==> src/rtl/generador_pulsos_botones.sv <==
// generador_pulsos_botones: debounced one-cycle pulses for two buttons, aumenta wins ties; define AUTOREPEAT_EN for hold-to-repeat (assumes REPEAT_CYCLES <= HOLD_CYCLES)
module generador_pulsos_botones #(
  parameter int DEBOUNCE_CYCLES = 500000,
  parameter int HOLD_CYCLES = 25000000,
  parameter int REPEAT_CYCLES = 10000000
) (
  input  logic clk,
  input  logic reset,
  input  logic boton_aumenta_raw,
  input  logic boton_disminuye_raw,
  output logic boton_aumenta,
  output logic boton_disminuye
);
  typedef enum logic [1:0] {IDLE, PRESS_DB, HELD, RELEASE_DB} state_t;
`ifdef AUTOREPEAT_EN
  localparam bit AUTOREPEAT = 1'b1;
`else
  localparam bit AUTOREPEAT = 1'b0;
`endif
  localparam logic [24:0] DB_LAST = 25'(DEBOUNCE_CYCLES - 1);
  localparam logic [24:0] HOLD_LAST = 25'(HOLD_CYCLES - 1);
  localparam logic [24:0] REPEAT_LOAD = 25'(HOLD_CYCLES - REPEAT_CYCLES);
  logic [1:0] raw, pulse;
  logic aumenta_q, aumenta_d, disminuye_q, disminuye_d;
  assign raw = {boton_disminuye_raw, boton_aumenta_raw};
  for (genvar c = 0; c < 2; c++) begin : g_ch
    state_t state_q, state_d;
    logic [24:0] cnt_q, cnt_d;
    logic [1:0] sync_q, sync_d;
    logic pulse_q, pulse_d, s;
    assign s = sync_q[1];
    assign pulse[c] = pulse_q;
    always_comb begin
      state_d = state_q;
      cnt_d = cnt_q;
      pulse_d = 1'b0;
      sync_d = {sync_q[0], raw[c]};
      case (state_q)
        IDLE:
          if (s) begin
            state_d = PRESS_DB;
            cnt_d = 25'd1;
          end
        PRESS_DB:
          if (!s) begin
            state_d = IDLE;
            cnt_d = '0;
          end else if (cnt_q == DB_LAST) begin
            state_d = HELD;
            cnt_d = '0;
            pulse_d = 1'b1;
          end else cnt_d = cnt_q + 25'd1;
        HELD:
          if (!s) begin
            state_d = RELEASE_DB;
            cnt_d = 25'd1;
          end else if (AUTOREPEAT && cnt_q == HOLD_LAST) begin
            cnt_d = REPEAT_LOAD;
            pulse_d = 1'b1;
          end else if (cnt_q != '1) cnt_d = cnt_q + 25'd1;
        default:
          if (s) begin
            state_d = HELD;
            cnt_d = '0;
          end else if (cnt_q == DB_LAST) begin
            state_d = IDLE;
            cnt_d = '0;
          end else cnt_d = cnt_q + 25'd1;
      endcase
    end
    always_ff @(posedge clk) begin
      if (reset) begin
        state_q <= IDLE;
        cnt_q <= '0;
        sync_q <= '0;
        pulse_q <= 1'b0;
      end else begin
        state_q <= state_d;
        cnt_q <= cnt_d;
        sync_q <= sync_d;
        pulse_q <= pulse_d;
      end
    end
  end
  always_comb begin
    aumenta_d = pulse[0];
    disminuye_d = pulse[1] & ~pulse[0];
  end
  always_ff @(posedge clk) begin
    if (reset) begin
      aumenta_q <= 1'b0;
      disminuye_q <= 1'b0;
    end else begin
      aumenta_q <= aumenta_d;
      disminuye_q <= disminuye_d;
    end
  end
  assign boton_aumenta = aumenta_q;
  assign boton_disminuye = disminuye_q;
endmodule

==> config.mk <==
export PLATFORM = sky130hd
export DESIGN_NAME = generador_pulsos_botones
export DESIGN_NICKNAME = d
export VERILOG_FILES = /design/src/rtl/generador_pulsos_botones.sv
export SDC_FILE = /design/constraint.sdc
export NUM_CORES = 1
export LEC_CHECK = 0
export CAP_MARGIN = 10
export CORE_MARGIN = 1.5
export CORE_UTILIZATION = 45
export CTS_CLUSTER_SIZE = 10
export DETAILED_ROUTE_END_ITERATION = 8
export GPL_TIMING_DRIVEN = 0
export MAX_ROUTING_LAYER = met4
export SLEW_MARGIN = 20
export SYNTH_ARGS = -nofsm -noshare
export SYNTH_HDL_FRONTEND = slang
export SYNTH_SLANG_ARGS = --single-unit
==> constraint.sdc <==
create_clock -name clk -period 5.8 [get_ports clk]
set_input_delay 1.74 -clock clk [delete_from_list [all_inputs] [get_ports clk]]
set_output_delay 1.74 -clock clk [all_outputs]
set_load 0.02 [all_outputs]
After elaboration in Yosys (flattened, before gate mapping)
Index checks and enable logic that the tools add are counted.
Widths: inputs -> output; s select.
{"block": "op_classes", "addsub": 2, "n_mux": 30, "n_eq_ne": 16, "n_reduce_logical": 10, "bitwise_logic": 6}
{"operator": "$mux 25", "count": 12}
{"operator": "$pmux 25 s3", "count": 2}
{"operator": "$add 25x1->25 const B", "count": 2}
{"operator": "$eq 25x19->1 const B", "count": 2}
{"operator": "$ne 25x25->1 const B", "count": 2}
{"operator": "$mux 2", "count": 12}
{"operator": "$ne 3x3->1 const B", "count": 4}
{"operator": "$pmux 2 s3", "count": 2}
{"operator": "$ne 2x2->1 const B", "count": 4}
{"operator": "$reduce_and 4->1", "count": 2}
{"operator": "$reduce_bool 4->1", "count": 2}
{"operator": "$reduce_or 3->1", "count": 2}
{"operator": "$not 1->1", "count": 5}
{"operator": "$eq 2x1->1 const B", "count": 2}
{"operator": "$eq 2x2->1 const B", "count": 2}
{"operator": "$logic_not 2->1", "count": 2}
{"operator": "$reduce_and 2->1", "count": 2}
{"operator": "$mux 1", "count": 2}
{"operator": "$and 1x1->1", "count": 1}
{"block": "word_totals", "inputBits": 4, "ff_bits": 62, "elab_cells": 74, "output_inout_bits": 2}

Logic depth before layout (Yosys ltp)
{"block": "logic_depth", "depth_word": 4, "ltp_mapped": 10, "mapped_depth_nobuf": 8}

Worst setup path before layout
No wires, ideal clock.
{"block": "synth_path", "kind": "input -> register", "start": "in reset", "end": "reg g_ch[0].cnt_q[5]", "n_path_buf": 2, "t_required_ns": 5.694, "slack_ns": 2.989, "path_stages": 5, "arrival_ns": 2.705, "setup_ns": 0.106, "path_cell_list": "buf_2 -> a21oi_2 -> nand2_2 -> buf_2 -> o311ai_0"}
{"item": "start, declared", "line": "8", "text": "input logic reset,"}
{"item": "end signal, assigned", "line": "79", "text": "cnt_q <= cnt_d;"}
{"item": "end, declared", "line": "28", "text": "logic [24:0] cnt_q, cnt_d;"}

==> flow_summary.yaml <==
status:
  status: "complete, no violations"
logic_synthesis:
  syn_nets: 459
  netlist_instances: 445
  ys_warn_count: 0
  synth_area_per_cell_sq_um: 8.070
  yosysUniqueCellTypes: 63
  synth.cell_area_sq_mm: 0.003591
  synth_seq_cells: 62
  synth_top_flop_cell: "dfxtp_1"
  async_reset_ff_share_pct: 0
  synth_edf_count: 0
  yosysSeqAreaShare_pct: 34.56
timing:
  tns_ns: 0
  timing.slew.headroom_pct: 55.76
  max_freq_ghz: 0.3073
  setup_viol: 0
  final_hold_viol_count: 0
  tightest_slew_ns: 0.6567
  rsz0062_at_grt: "false"
  fin_crit_ns: 3.254
  fin_crit_sh_pct: 56.10
  slew_violations: 0
  fin_skew_ns: 0.01165
power_and_ir_drop:
  power_density_mw_per_mm2: 223.3
  leakage_uw: 0.001362
  ir_drop_v: 0.0001112
setup_path:
  cp.arrival_ns: 3.50
  critPathKind: "in2reg"
  end_kind: "flop"
  path_max_fanout: 10
  start_kind: "input port"
  worstPathRequired_ns: 6.04
clocking:
  clk_pin_slew_ns: 0.07
  ctsHoldBuffers: 0
  numCtsBuffers: 9
  h-tree-depth: 3
  cts_setup_buffers: 0
  clock_path_buffers: 2
  cts_sinks: 62
  post_cts_resized: 0
  insertion_delay_ns: 0.35
  ctsRootBufferMaster: "clkbuf_8"
  cts_tree: "done"
global_routing:
  overflow: 0
  grt_pass1_wl_mm: 15.53
  grt_max_degree: 11
  grt_pass1_vias: 3169
  grt_usage_pct: 23.34
  antenna_found_initial: 0
route:
  routed_via_density: 5.928
  drtIter0Drc: 167
  wl_per_cell_um: 16.11
  first_pass_iters: 5
  postRouteAntennaNets: 0
  routed_wl_mm: 9.149
  vias: 3367
  drcViolationCount: 0
die:
  dieArea_sq_mm: 0.008525
  start_util_pct: 46.47
  die_w_um: 92.33
  rows: 32
  coreArea_sq_mm: 0.007727
  die_y_um: 92.33
  io_pins: 6
final_layout:
  nFillCells: 744
  design_area_sq_mm: 0.003970
  regArea_sq_mm: 0.001241
  diodes: 0
  layout-drive-gt1-share_pct: 10.94
  syn_to_final_growth_pct: 10.56
  nNetsFinal: 475
  multi_input_area_sq_mm: 0.002173
placement:
  post_dp_cell_area_sq_mm: 0.003769
  gp_congestion: 0.8668
  port_buffers: 5
  hpwl_mm: 6.398
hold_path:
  hold_class: "reg2reg"
flow_run:
  drv_cap: 0
-- area by class of cell --
class | count | area share [%]
well taps | 102 | 3.215
clock buffers | 13 | 4.003
multi-input cells | 349 | 54.74
plain buffers | 19 | 3.026
flip-flops and latches | 62 | 31.26
clock inverters | 3 | 1.072
inverters | 15 | 1.418
repair buffers | 5 | 1.261
-- cells in the final DEF (no fill, tap or decap), drive strengths merged, types with 2 or more instances in the layout --
cell type      instances
a211oi                 6
a21o                   8
a21oi                 22
a221o                  2
a22o                  10
a31oi                  5
and2                   2
and3                   8
and4                   7
buf                   15
clkbuf                17
clkdlybuf4s50          5
dfxtp                 62
ha                    10
inv                   15
mux2i                  2
nand2                 48
nand2b                 3
nand3                 47
nand3b                 2
nand4                 15
nand4b                 3
nor2                  42
nor2b                 11
nor3                  11
nor3b                  5
nor4                  11
nor4b                  3
o211ai                 3
o21ai                 17
o311ai                11
o31ai                  4
or2                    6
or3                    4
or4                    5
xnor2                  4
-- through the flow --
stage / hold WS [ns] / power [uW] / std cells / util, % / setup slack [ns]
after global routing: 0.4442 / 916.6 / 568 / 51.38 / 2.353
after detailed placement: 0.4058 / 495.8 / 552 / 48.77 / 2.191
final: 0.4133 / 886.5 / 568 / 51.38 / 2.546
after global placement: 0.4056 / 495.0 / 552 / 48.77 / 2.197
after CTS: 0.4160 / 888.8 / 568 / 51.38 / 2.531
after floorplan: 0.3885 / 480.4 / 445 / - / 2.989
-- path summary, 6_finish.rpt --
check / slack [ns] / endpoint / depth (start not counted) / startpoint
setup reg to reg: 3.20 / g_ch[0].cnt_q[7]$_SDFFE_PP0P_ / 9 / g_ch[0].cnt_q[0]$_SDFFE_PP0P_
hold reg to reg: 0.41 / boton_disminuye$_SDFF_PP0_ / 1 / aumenta_d$_SDFF_PP0_
hold / removal: 0.41 / boton_disminuye$_SDFF_PP0_ / 1 / aumenta_d$_SDFF_PP0_
setup / recovery: 2.55 / g_ch[1].cnt_q[13]$_SDFFE_PP0P_ / 6 / reset
-- kinds of logic (layout without fill, tap and decap cells) --
logic type      after synthesis  count (layout)  synth area share, %
fa+ha+maj                    10              10                3.484
xor+xnor                      5               5                1.219
mux                           2               2               0.5575
simple gates                235             235                36.17
buf+inv                      34              55                4.913
flops                        62              62                34.56
compound gates               97              97                19.09
-- where the power goes --
part           total [uW]  leakage [uW]  switching (uW)  internal [uW]
sequential            432      0.000501            3.32            429
clock                 400     0.0000996             178            222
combinational        54.4      0.000762            34.9           19.6
-- worst max-delay path: stages --
cell,delay [ns]
clkdlybuf4s50_1,0.47
buf_2,0.26
inv_1,0.18
o21a_1,0.25
buf_4,0.23
a221o_1,0.36
-- sequential cells by signal, summed over array words and instances, names as in the netlist, named ones only --
signal,count
aumenta_d,1
boton_aumenta,1
boton_disminuye,1
g_ch.cnt_q,50
g_ch.pulse_q,1
g_ch.state_q,2
g_ch.sync_q,4
-- synthesized netlist by cell type, drive strengths merged (8+ instances only) --
cell type  number  area [sq um]
and3            8         50.05
ha             10         125.1
nand4          15         100.1
dfxtp          62          1241
nand3          47         235.2
a22o           10         87.58
nor2           42         175.2
nor2b          11         68.82
inv            15         56.30
o311ai         11         96.34
nor4           11         90.08
nor3           11         65.06
o21ai          17         85.08
a21o            8         60.06
nand2          48         182.7
buf            15         103.9
a21oi          22         113.9
-- per-layer routing --
metal / vias to the layer above / routed length (um) / part of all wire, % / global-route usage (%)
met3: 14 / 313 / 3.4 / 3.530
met4: 0 / 158 / 1.7 / 8.077
li1: 1697 / - / - / -
met2: 73 / 4287 / 47 / 38.05
met5: - / 0 / 0 / -
met1: 1583 / 4390 / 48 / 29.47
Power figures use the tool's default switching activity.
